===== src/rtl/uart_cmd_encoder.sv =====
// Host-side UART register-access encoder: serialises read/write requests into ASCII
// command frames and parses the ASCII reply into a read-data / error response.
module uart_cmd_encoder #(
    parameter int unsigned          TIMEOUT_W      = 24,
    parameter logic [TIMEOUT_W-1:0] TIMEOUT_CYCLES = 24'd10_000_000
) (
    input  logic        i_clk_sys,
    input  logic        i_rst,
    input  logic        i_req_valid,
    output logic        o_req_ready,
    input  logic        i_req_rw,
    input  logic [5:0]  i_req_addr,
    input  logic [19:0] i_req_data,
    input  logic        i_uart_idle,
    output logic [7:0]  o_data_tx,
    output logic        o_data_valid,
    input  logic [7:0]  i_uart_data,
    input  logic        i_rx_done,
    output logic        o_rsp_valid,
    output logic [19:0] o_rsp_data,
    output logic        o_rsp_err,
    output logic        o_busy
);

    typedef enum logic [2:0] {
        StIdle, StTxSend, StTxWaitLo, StTxWaitHi, StRxRsp, StDone
    } state_e;

    localparam logic [TIMEOUT_W-1:0] TimeoutLast = TIMEOUT_CYCLES - 1'b1;

    state_e                 state_q, state_d;
    logic                   rw_q, rw_d;
    logic [5:0]             addr_q, addr_d;
    logic [19:0]            data_q, data_d;
    logic [3:0]             idx_q, idx_d;
    logic [TIMEOUT_W-1:0]   timer_q, timer_d;
    logic [19:0]            acc_q, acc_d;
    logic [19:0]            rsp_data_q, rsp_data_d;
    logic                   rsp_err_q, rsp_err_d;
    logic [7:0]             tx_q;
    logic [7:0]             tx_byte, exp_lit;
    logic                   tx_last, rx_last, rx_is_hex, rx_ok, hex_ok;
    logic [3:0]             hex_val;

    function automatic logic [7:0] hex_char(input logic [3:0] n);
        return (n < 4'd10) ? (8'h30 + {4'h0, n}) : (8'h37 + {4'h0, n});
    endfunction

    always_comb begin
        tx_byte = 8'h00;
        case (idx_q)
            4'd0:    tx_byte = 8'h7B;
            4'd1:    tx_byte = rw_q ? 8'h41 : 8'h61;
            4'd2:    tx_byte = 8'h3A;
            4'd3:    tx_byte = hex_char({2'b00, addr_q[5:4]});
            4'd4:    tx_byte = hex_char(addr_q[3:0]);
            4'd5:    tx_byte = 8'h44;
            4'd6:    tx_byte = 8'h3A;
            4'd7:    tx_byte = hex_char(data_q[19:16]);
            4'd8:    tx_byte = hex_char(data_q[15:12]);
            4'd9:    tx_byte = hex_char(data_q[11:8]);
            4'd10:   tx_byte = hex_char(data_q[7:4]);
            4'd11:   tx_byte = hex_char(data_q[3:0]);
            default: tx_byte = 8'h00;
        endcase
    end

    assign tx_last = rw_q ? (idx_q == 4'd4) : (idx_q == 4'd11);

    // Reply literal: "Read\n" for reads, "Write\n" for writes
    always_comb begin
        exp_lit = 8'h00;
        if (rw_q) begin
            case (idx_q)
                4'd0:    exp_lit = 8'h52;
                4'd1:    exp_lit = 8'h65;
                4'd2:    exp_lit = 8'h61;
                4'd3:    exp_lit = 8'h64;
                4'd4:    exp_lit = 8'h0A;
                default: exp_lit = 8'h00;
            endcase
        end else begin
            case (idx_q)
                4'd0:    exp_lit = 8'h57;
                4'd1:    exp_lit = 8'h72;
                4'd2:    exp_lit = 8'h69;
                4'd3:    exp_lit = 8'h74;
                4'd4:    exp_lit = 8'h65;
                4'd5:    exp_lit = 8'h0A;
                default: exp_lit = 8'h00;
            endcase
        end
    end

    // Low nibble of '0'-'9' is the value; 'A'-'F'/'a'-'f' have low nibble 1-6
    always_comb begin
        hex_ok  = 1'b1;
        hex_val = 4'h0;
        if (i_uart_data >= 8'h30 && i_uart_data <= 8'h39) begin
            hex_val = i_uart_data[3:0];
        end else if ((i_uart_data >= 8'h41 && i_uart_data <= 8'h46) ||
                     (i_uart_data >= 8'h61 && i_uart_data <= 8'h66)) begin
            hex_val = i_uart_data[3:0] + 4'd9;
        end else begin
            hex_ok = 1'b0;
        end
    end

    assign rx_is_hex = rw_q && (idx_q >= 4'd5);
    assign rx_ok     = rx_is_hex ? hex_ok : (i_uart_data == exp_lit);
    assign rx_last   = rw_q ? (idx_q == 4'd9) : (idx_q == 4'd5);

    always_comb begin
        state_d    = state_q;
        rw_d       = rw_q;
        addr_d     = addr_q;
        data_d     = data_q;
        idx_d      = idx_q;
        timer_d    = timer_q;
        acc_d      = acc_q;
        rsp_data_d = rsp_data_q;
        rsp_err_d  = rsp_err_q;
        case (state_q)
            StIdle: begin
                if (i_req_valid) begin
                    rw_d    = i_req_rw;
                    addr_d  = i_req_addr;
                    data_d  = i_req_data;
                    idx_d   = '0;
                    state_d = StTxSend;
                end
            end
            StTxSend: begin
                if (i_uart_idle) state_d = StTxWaitLo;
            end
            StTxWaitLo: begin
                if (!i_uart_idle) state_d = StTxWaitHi;
            end
            StTxWaitHi: begin
                if (i_uart_idle) begin
                    if (tx_last) begin
                        idx_d   = '0;
                        timer_d = '0;
                        acc_d   = '0;
                        state_d = StRxRsp;
                    end else begin
                        idx_d   = idx_q + 4'd1;
                        state_d = StTxSend;
                    end
                end
            end
            StRxRsp: begin
                if (i_rx_done) begin
                    timer_d = '0;
                    if (!rx_ok) begin
                        rsp_err_d  = 1'b1;
                        rsp_data_d = '0;
                        state_d    = StDone;
                    end else if (rx_last) begin
                        rsp_err_d  = 1'b0;
                        rsp_data_d = rw_q ? {acc_q[15:0], hex_val} : 20'h0;
                        state_d    = StDone;
                    end else begin
                        idx_d = idx_q + 4'd1;
                        if (rx_is_hex) acc_d = {acc_q[15:0], hex_val};
                    end
                end else if (timer_q == TimeoutLast) begin
                    rsp_err_d  = 1'b1;
                    rsp_data_d = '0;
                    state_d    = StDone;
                end else begin
                    timer_d = timer_q + 1'b1;
                end
            end
            StDone:  state_d = StIdle;
            default: state_d = StIdle;
        endcase
    end

    always_ff @(posedge i_clk_sys or posedge i_rst) begin
        if (i_rst) begin
            state_q    <= StIdle;
            rw_q       <= 1'b0;
            addr_q     <= '0;
            data_q     <= '0;
            idx_q      <= '0;
            timer_q    <= '0;
            acc_q      <= '0;
            rsp_data_q <= '0;
            rsp_err_q  <= 1'b0;
            tx_q       <= '0;
        end else begin
            state_q    <= state_d;
            rw_q       <= rw_d;
            addr_q     <= addr_d;
            data_q     <= data_d;
            idx_q      <= idx_d;
            timer_q    <= timer_d;
            acc_q      <= acc_d;
            rsp_data_q <= rsp_data_d;
            rsp_err_q  <= rsp_err_d;
            if (o_data_valid) tx_q <= tx_byte;
        end
    end

    // Strobe is combinational so the first byte leaves the cycle after acceptance
    assign o_data_valid = (state_q == StTxSend) && i_uart_idle;
    assign o_data_tx    = o_data_valid ? tx_byte : tx_q;
    assign o_req_ready  = (state_q == StIdle);
    assign o_busy       = ~o_req_ready;
    assign o_rsp_valid  = (state_q == StDone);
    assign o_rsp_data   = rsp_data_q;
    assign o_rsp_err    = rsp_err_q;

endmodule


===== config.mk =====
export PLATFORM = sky130hd
export DESIGN_NAME = uart_cmd_encoder
export DESIGN_NICKNAME = d
export VERILOG_FILES = /design/src/rtl/uart_cmd_encoder.sv
export SDC_FILE = /design/constraint.sdc
export NUM_CORES = 1
export LEC_CHECK = 0
export CAP_MARGIN = 10
export CORE_MARGIN = 10
export CORE_UTILIZATION = 40
export DETAILED_ROUTE_END_ITERATION = 8
export PLACE_DENSITY_LB_ADDON = 0.1
export SLEW_MARGIN = 20
export SYNTH_ARGS = -nofsm -noshare
export SYNTH_HDL_FRONTEND = slang
export SYNTH_SLANG_ARGS = --single-unit

===== constraint.sdc =====
create_clock -name i_clk_sys -period 4 [get_ports i_clk_sys]
set_input_delay 0.4 -clock i_clk_sys [delete_from_list [all_inputs] [get_ports i_clk_sys]]
set_output_delay 0.4 -clock i_clk_sys [all_outputs]
set_load 0.02 [all_outputs]

==> results of run 1 <==
==> kinds of logic (layout without fill, tap and decap cells) <==
family                   Yosys count  after routing  synth area share
XOR/XNOR                          32             32           0.04737
flip-flops                       103            103            0.4356
buffers and inverters             74            147           0.05350
adder cells (fa/ha/maj)           15             15           0.03172
AO/OA/AOI/OAI                    167            167            0.1939
multiplexers                      29             29           0.05413
AND/OR/NAND/NOR                  225            225            0.1838
==> layer usage <==
| layer | global-route usage | vias to the layer above | part of all wire | wire (µm) |
|---|---|---|---|---|
| met1 | 0.2129 | 2396 | 0.48 | 7476 |
| met4 | 0.04196 | 0 | 0.014 | 217 |
| li1 | - | 2423 | - | - |
| met5 | 0 | - | 0 | 0 |
| met3 | 0.03171 | 15 | 0.050 | 771 |
| met2 | 0.2445 | 140 | 0.45 | 7002 |
==> Yosys cell counts, types with 2 or more instances <==
cell / number / area share
dfrtp_1: 103 / 0.44
nand2_1: 70 / 0.044
nor2_1: 63 / 0.040
o21ai_0: 56 / 0.047
inv_1: 46 / 0.029
a21oi_1: 27 / 0.023
a22o_1: 20 / 0.030
xor2_1: 19 / 0.028
nand3_1: 18 / 0.015
mux2_2: 16 / 0.030
clkbuf_1: 15 / 0.0095
ha_1: 15 / 0.032
nor3_1: 14 / 0.012
xnor2_1: 13 / 0.019
mux2i_1: 11 / 0.019
nand4_1: 11 / 0.012
o22ai_1: 9 / 0.0095
buf_2: 8 / 0.0068
nand2b_1: 8 / 0.0085
and3_1: 7 / 0.0074
nor2b_1: 7 / 0.0074
and4_1: 5 / 0.0074
o21a_1: 5 / 0.0063
a211oi_1: 4 / 0.0051
and2_1: 4 / 0.0042
nor4_1: 4 / 0.0042
a2111oi_2: 3 / 0.0076
a21boi_0: 3 / 0.0038
a21o_1: 3 / 0.0038
a221oi_1: 3 / 0.0044
a22oi_1: 3 / 0.0038
o211ai_1: 3 / 0.0038
o21ai_1: 3 / 0.0025
o221ai_1: 3 / 0.0044
a2111oi_0: 2 / 0.0030
a21oi_2: 2 / 0.0030
mux2_4: 2 / 0.0051
nand4b_1: 2 / 0.0030
o2111ai_1: 2 / 0.0030
o21bai_1: 2 / 0.0025
o311ai_0: 2 / 0.0030
o41ai_1: 2 / 0.0030
or3_1: 2 / 0.0021
or4_1: 2 / 0.0025
==> sequential cells by signal (all words and copies together), names as in the netlist <==
signal / cells
state_q: 3
idx_q: 4
tx_q: 8
o_rsp_err: 1
timer_q: 24
addr_q: 6
rw_q: 1
data_q: 20
acc_q: 16
o_rsp_data: 20
==> power breakdown <==
group,total [mW],internal (mW),switching [mW]
sequential,1.53,1.29,0.242
clock,0.941,0.502,0.439
combinational,1.79,0.730,1.06
total,4.26,2.52,1.74
==> per-stage QoR <==
| step | cells | setup WS, ns | power [mW] | util |
|---|---|---|---|---|
| global route | 902 | 0.1087 | 4.569 | 0.4910 |
| detailed placement | 886 | 0.4016 | 3.329 | 0.4695 |
| finish | 902 | 0.3034 | 4.261 | 0.4910 |
| floorplan | 645 | 0.8962 | 2.735 | - |
| CTS | 902 | 0.3472 | 4.296 | 0.4910 |
| global placement | 886 | 0.5118 | 3.292 | 0.4695 |
==> worst min path at each step <==
stage	endpoint	slack (ns)	startpoint
after global placement	tx_q[7]$_DFF_PP0_	0.47	tx_q[7]$_DFF_PP0_
after detailed placement	o_rsp_data[19]$_DFFE_PP0P_	0.48	acc_q[15]$_DFFE_PP0P_
final	o_rsp_data[19]$_DFFE_PP0P_	0.49	acc_q[15]$_DFFE_PP0P_
after floorplan	o_rsp_data[16]$_DFFE_PP0P_	0.46	acc_q[12]$_DFFE_PP0P_
after global routing	o_rsp_data[19]$_DFFE_PP0P_	0.52	o_rsp_data[19]$_DFFE_PP0P_
after CTS	o_rsp_data[19]$_DFFE_PP0P_	0.50	acc_q[15]$_DFFE_PP0P_
==> critical path, delay by kind of cell, from the launching register on <==
family	cells	cell delay [ns]
buffers and inverters	2	0.95
AND/OR/NAND/NOR	3	0.86
flip-flops	1	0.57
AO/OA/AOI/OAI	2	0.56
==> cell type report <==
| type | instances | area share |
|---|---|---|
| clock buffer | 9 | 0.03156 |
| clock inverter | 7 | 0.01227 |
| sequential | 103 | 0.3612 |
| timing repair buffer | 85 | 0.1147 |
| tap | 184 | 0.03226 |
| inverter | 46 | 0.02454 |
| multi-input combinational | 468 | 0.4236 |
==> flow_summary.ini, run 1 <==
[route]
drtPass1Iterations = 5
wirelength_um = 15470
drcViolationCount = 0
vias = 4974
ant_nets = 0
viasPerCell = 5.514
drtIter0Drc = 307
wl_per_cell_um = 17.15

[critical_path]
worstReg2RegStart = idx_q[0]$_DFFE_PP0P_
path_class = reg -> out
cp_max_fo = 16
rrSetupSlack_ns = 0.41
reg2reg_to = acc_q[13]$_DFFE_PP0P_
crit_chain = buf_4 -> nor2_1 -> nand2_1 -> o221ai_1 -> nor4_1 -> o21ai_0 -> clkdlybuf4s50_1
crit_required_ns = 3.60
cp-startpoint = idx_q[2]$_DFFE_PP0P_
crit_path_end_kind = output pin
endpoint = o_data_tx[5]
cpPeakStageDelay_ns = 0.69
cp_slowest_cell = clkdlybuf4s50_1
arrival_ns = 3.30
reg2regPathDepth = 10
cp-start-kind = register

[timing]
fmax_mhz = 270.5
rsz0062_at_grt = no
timing.final.crit_share = 0.9242
finalCriticalPeriod_ns = 3.697
slew_violations = 0
fin_tns_setup_ns = 0
maxSlewHeadroom = 0.3044
setup_viol = 0
timing.hold.ws_ns = 0.4909
skew_ns = 0.01051
finalHoldViolations = 0
worstMarginPinSlew_ns = 1.043

[clock_network]
cts.htree.levels = 3
clkSinkCount = 103
post_cts_buffers = 0
clk_pin_slew_ns = 0.08
numCtsBuffers = 9
holdBufCountCts = 0
clock-root-buffer = clkbuf_16
cts_max_path_buffers = 2
tritoncts = done
cts_resized = 0
clk_latency_ns = 0.36

[status]
status = finished, final reports clean

[synthesis]
post_synth.cell_area_avg_um2 = 9.174
synth.cell_area_um2 = 5917
seq_area_frac_synth = 0.4356
ys_types = 67
ys_ff_latch = 103
yosysWarnings = 0
syn_inst = 645
synth-main-ff-cell = dfrtp_1
synth_edf_count = 0
syn-num-nets = 700
postSynth.asyncResetShare = 1.000

[finish]
nets = 768
layout-drive-gt1-share = 0.08357
n_antenna_cell = 0
regArea_um2 = 2577
multi_input_area_um2 = 3023
area_delta_synth_final_pct = 20.62
mostFrequentLayoutCells = 103 x dfrtp_1, 72 x clkdlybuf4s50_1, 70 x nand2_1
final_common_cell = dfrtp_1
fin_area_um2 = 7137
fillerInstances = 1415

[power_and_ir_drop]
p_leak_nw = 3.088
ir_worst_vdd_mv = 0.2947
pwr_density_cell_nw_per_um2 = 597.0

[global_routing]
grt_antenna_before_repair = 0
grtUsageTotal = 0.1558
grt_overflow = 0
first_global_vias = 5020
grt_max_degree = 55
grt_pass1_wl_um = 25780

[hold_path]
min_path_cells = 1
hold_class = reg -> reg

[floorplanning]
die_y_um = 141.6
fp-row-count = 44
chipWidth_um = 141.6
io_pins = 73
start_util = 0.4071
dieArea_um2 = 20060
coreArea_um2 = 14530

[place]
place_area_um2 = 6824
dpl.hpwl_um = 11490
routabilityCongestion = 0.9074
port_buffers = 72

[job]
cap_viol_max_count = 0
Power figures use the tool's default switching activity.
==> inputs of run 2 (changes only) <==
--- a/config.mk
+++ b/config.mk
@@ -7,7 +7,7 @@
 export LEC_CHECK = 0
 export CAP_MARGIN = 10
 export CORE_MARGIN = 10
-export CORE_UTILIZATION = 40
+export CORE_UTILIZATION = 55
 export DETAILED_ROUTE_END_ITERATION = 8
 export PLACE_DENSITY_LB_ADDON = 0.1
 export SLEW_MARGIN = 20
==> flow_summary.ini, run 2 (synthesis gave the netlist of run 1 again) <==
[status]
status = finished, final reports clean

[timing]
setup_viol = 0
slew_violations = 0
worstMarginPinSlew_ns = 0.9654
maxSlewHeadroom = 0.3564
finalHoldViolations = 0
finalCriticalPeriod_ns = 3.662
rsz0062_at_grt = no
fin_tns_setup_ns = 0
fmax_mhz = 273.1
skew_ns = 0.007880
timing.final.crit_share = 0.9156

[power_and_ir_drop]
power.internal_mw = 2.309
pwr_density_cell_nw_per_um2 = 577.0
p_leak_nw = 3.034
power.net_switching_mw = 1.706
seqPwrFrac = 0.386
switching_share = 0.4249
comb_power_share = 0.443
ir_worst_vdd_mv = 0.3776
clkPwrFrac = 0.171

[route]
viasPerCell = 5.842
drtPass1Iterations = 5
drtIter0Drc = 359
drcViolationCount = 0
vias = 4983
ant_nets = 0
wl_per_cell_um = 17.47
wirelength_um = 14910

[floorplanning]
start_util = 0.5680
io_pins = 73
die_y_um = 123.7
coreArea_um2 = 10420
chipWidth_um = 123.7
fp-row-count = 37
dieArea_um2 = 15310

[clock_network]
clock-root-buffer = clkbuf_8
clkSinkCount = 103
cts_resized = 0
clk_latency_ns = 0.39
cts.htree.levels = 3
numCtsBuffers = 9
clk_pin_slew_ns = 0.10
holdBufCountCts = 0
cts_max_path_buffers = 2
tritoncts = done
post_cts_buffers = 0

[critical_path]
crit_chain = inv_1 -> ha_1 -> inv_1 -> a21oi_1 -> xor2_1 -> or4_1 -> a2111oi_4 -> o211ai_2 -> a2bb2oi_4 -> buf_4 -> mux2i_1
cp_num_cells = 11
crit_required_ns = 4.32
crit_buf_inv = 3
endpoint = acc_q[15]$_DFFE_PP0P_
cp_max_fo = 15
crit_path_end_kind = register
rrSetupSlack_ns = 0.34
worstReg2RegStart = idx_q[0]$_DFFE_PP0P_
cp_common_cell = inv_1
reg2regPathDepth = 11
cp_top_family = compound AO/OA/AOI/OAI gates
cpPeakStageDelay_ns = 0.52
path_class = reg -> reg
cp_slowest_cell = ha_1
cp-startpoint = idx_q[0]$_DFFE_PP0P_
cp-start-kind = register
arrival_ns = 3.98
reg2reg_to = acc_q[15]$_DFFE_PP0P_

[place]
dpl.hpwl_um = 10990
routabilityCongestion = 0.8741
place_area_um2 = 6756
port_buffers = 72

[job]
cap_viol_max_count = 0

[global_routing]
grt_pass1_wl_um = 24260
met3_usage = 0.05475
grt_antenna_before_repair = 0
grt_overflow = 0
first_global_vias = 4927
grtUsageTotal = 0.1955
use_met1 = 0.2620
grtUsageMet2 = 0.3017
gr-max-usage-layer = met2
grt_max_degree = 57

[finish]
area_delta_synth_final_pct = 17.59
fin_area_um2 = 6958
largest_reg_flops = 24
layout-drive-gt1-share = 0.08229
regMostFlops = timer_q
fillerInstances = 879
n_antenna_cell = 0
final_common_cell = dfrtp_1
nets = 767
mostFrequentLayoutCells = 103 x dfrtp_1, 72 x clkdlybuf4s50_1, 70 x nand2_1

[hold_path]
hold_class = in -> async
-- run 2: per-stage QoR --
stage / hold WS (ns) / instances / power (mW) / setup WS, ns / util
floorplan: 0.4620 / 645 / 2.735 / 0.8962 / -
global placement: 0.4699 / 837 / 3.251 / 0.6045 / 0.6486
detailed placement: 0.4846 / 837 / 3.311 / 0.4133 / 0.6486
CTS: 0.4737 / 853 / 4.008 / 0.3632 / 0.6680
global route: 0.5005 / 853 / 4.296 / 0.08487 / 0.6680
finish: 0.4580 / 853 / 4.015 / 0.3378 / 0.6680
-- run 2: worst min-delay path by stage --
stage,to,start,slack [ns],depth (start not counted)
2_1_floorplan,o_rsp_data[16]$_DFFE_PP0P_,acc_q[12]$_DFFE_PP0P_,0.46,1
3_3_place_gp,tx_q[7]$_DFF_PP0_,tx_q[7]$_DFF_PP0_,0.47,1
3_5_place_dp,o_rsp_data[6]$_DFFE_PP0P_,acc_q[2]$_DFFE_PP0P_,0.48,1
4_1_cts,o_rsp_data[18]$_DFFE_PP0P_,i_rst,0.47,2
5_1_grt,o_rsp_data[14]$_DFFE_PP0P_,i_rst,0.50,2
6_report,timer_q[20]$_DFFE_PP0P_,i_rst,0.46,2
-- run 2: per-layer routing --
layer	wire, µm	up-vias
li1	-	2417
met1	6941	2394
met2	6773	149
met3	949	23
met4	240	0
met5	0	-
-- run 2: area by class of cell --
cell class / instances / area [µm²] / area share
Clock inverter: 7 / 77.57 / 0.01115
Sequential cell: 103 / 2577 / 0.3704
Multi-Input combinational cell: 468 / 3023 / 0.4345
Timing Repair Buffer: 84 / 810.8 / 0.1165
Inverter: 46 / 175.2 / 0.02518
Tap cell: 136 / 170.2 / 0.02446
Clock buffer: 9 / 123.9 / 0.01780
-- run 2: worst reg2reg max path, stage by stage, from the launching register on --
cell	delay, ns
dfrtp_1	0.44
inv_1	0.15
ha_1	0.52
inv_1	0.13
a21oi_1	0.27
xor2_1	0.10
or4_1	0.45
a2111oi_4	0.42
o211ai_2	0.22
a2bb2oi_4	0.45
buf_4	0.24
mux2i_1	0.20
-- run 2: power groups by stage --
stage	combinational [mW]	clock [mW]	sequential, mW
finish	1.78	0.686	1.55
global route	1.96	0.746	1.59
CTS	1.76	0.704	1.54
detailed placement	1.75	0	1.57
global placement	1.70	0	1.55
floorplan	1.29	0	1.45
==> inputs of run 3 (changes only) <==
--- a/config.mk
+++ b/config.mk
@@ -7,7 +7,7 @@
 export LEC_CHECK = 0
 export CAP_MARGIN = 10
 export CORE_MARGIN = 10
-export CORE_UTILIZATION = 55
+export CORE_UTILIZATION = 56
 export DETAILED_ROUTE_END_ITERATION = 8
 export PLACE_DENSITY_LB_ADDON = 0.1
 export SLEW_MARGIN = 20
==> flow_summary.ini, run 3 (synthesis gave the netlist of run 1 again) <==
[finish]
area_delta_synth_final_pct = 17.97
layout-drive-gt1-share = 0.07961
nets = 766
mostFrequentLayoutCells = 103 x dfrtp_1, 72 x clkdlybuf4s50_1, 70 x nand2_1
fin_cells = 852
multi_input_area_um2 = 3023
fillerInstances = 840
regMostFlops = timer_q
regArea_um2 = 2577
n_antenna_cell = 0
largest_reg_flops = 24
final_common_cell = dfrtp_1
post-route-util = 0.6762

[critical_path]
cp_top_family = buffers and inverters
cp_common_cell = inv_1
worstReg2RegStart = idx_q[0]$_DFFE_PP0P_
cp-start-kind = register
crit_chain = inv_1 -> ha_1 -> inv_1 -> a2111oi_0 -> nor4_1 -> o21ai_0 -> clkdlybuf4s50_1
reg2reg_to = acc_q[8]$_DFFE_PP0P_
crit_buf_inv = 3
crit_path_end_kind = output pin
cp_max_fo = 13
cp_slowest_cell = clkdlybuf4s50_1
reg2regPathDepth = 11
crit_required_ns = 3.60
arrival_ns = 3.30
rrSetupSlack_ns = 0.37
path_class = reg -> out
cpPeakStageDelay_ns = 0.67

[place]
port_buffers = 72
dpl.hpwl_um = 11020
placed_cells = 836
routabilityCongestion = 0.8546

[hold_path]
min_from = tx_q[7]$_DFF_PP0_
holdPathEnd = tx_q[7]$_DFF_PP0_
min_path_cells = 1
hold_class = reg -> reg

[global_routing]
grt_pass1_wl_um = 24920
grtUsageTotal = 0.2041
grt_antenna_before_repair = 0
first_global_vias = 5015
grt_overflow = 0
grt_max_degree = 84

[route]
drtPass1Iterations = 5
vias = 5011
wl_per_cell_um = 17.48
ant_nets = 0
wirelength_um = 14900
viasPerCell = 5.881
drtIter0Drc = 445
drcViolationCount = 0

[clock_network]
post_cts_buffers = 0
clock-root-buffer = clkbuf_8
numCtsBuffers = 9
clk_pin_slew_ns = 0.10
holdBufCountCts = 0
clk_latency_ns = 0.40
tritoncts = done
cts.htree.levels = 3
cts_max_path_buffers = 2
clkSinkCount = 103
cts_resized = 0

[floorplanning]
die_y_um = 122.8
fp-row-count = 37
io_pins = 73
dieArea_um2 = 15080
chipWidth_um = 122.8
coreArea_um2 = 10320
start_util = 0.5731

[timing]
skew_ns = 0.01024
fmax_mhz = 270.1
finalHoldViolations = 0
maxSlewHeadroom = 0.5082
timing.final.crit_share = 0.9256
rsz0062_at_grt = no
worstMarginPinSlew_ns = 0.7377
finalCriticalPeriod_ns = 3.702
setup_viol = 0
slew_violations = 0
fin_tns_setup_ns = 0

[power_and_ir_drop]
ir_worst_vdd_mv = 0.3887
p_leak_nw = 3.041
pwr_density_cell_nw_per_um2 = 584.4

[job]
cap_viol_max_count = 0

[status]
status = finished, final reports clean
run 3: worst max-delay path by stage:
stage | from | to | cells after the start | slack (ns)
CTS | idx_q[1]$_DFFE_PP0P_ | o_data_tx[5] | 7 | 0.33
global placement | i_uart_data[0] | acc_q[14]$_DFFE_PP0P_ | 10 | 0.56
global route | idx_q[0]$_DFFE_PP0P_ | acc_q[9]$_DFFE_PP0P_ | 11 | 0.08
floorplan | i_rst | acc_q[0]$_DFFE_PP0P_ | 1 | 0.90
finish | idx_q[1]$_DFFE_PP0P_ | o_data_tx[5] | 7 | 0.30
detailed placement | idx_q[0]$_DFFE_PP0P_ | acc_q[8]$_DFFE_PP0P_ | 11 | 0.42
run 3: where the power goes:
part           leakage, nW  switching [mW]  internal [mW]
registers             1.35           0.237           1.29
logic                 1.58            1.06          0.733
clock network        0.112           0.384          0.376
total                 3.04            1.68           2.40
run 3: routing by layer:
metal,GRT usage,vias to the layer above,wire [µm]
li1,-,2413,-
met1,0.2769,2442,6932
met2,0.3136,135,6832
met3,0.05785,21,943
met4,0.05376,0,188
met5,0,-,0
run 3: layout make-up:
cell class / instances / area share
tap: 136 / 0.02438
clock inverter: 5 / 0.01255
multi-input combinational: 468 / 0.4331
clock buffer: 11 / 0.02025
sequential: 103 / 0.3692
inverter: 46 / 0.02545
timing repair buffer: 83 / 0.1151
run 3: stage by stage:
stage | hold slack [ns] | power [mW] | cell area, µm² | setup slack (ns)
after floorplan | 0.4620 | 2.735 | 5917 | 0.8962
after global placement | 0.4660 | 3.271 | 6749 | 0.5553
after detailed placement | 0.4753 | 3.320 | 6749 | 0.4166
after CTS | 0.5095 | 4.093 | 6978 | 0.3284
after global routing | 0.5241 | 4.384 | 6980 | 0.08132
final | 0.5046 | 4.080 | 6980 | 0.2977
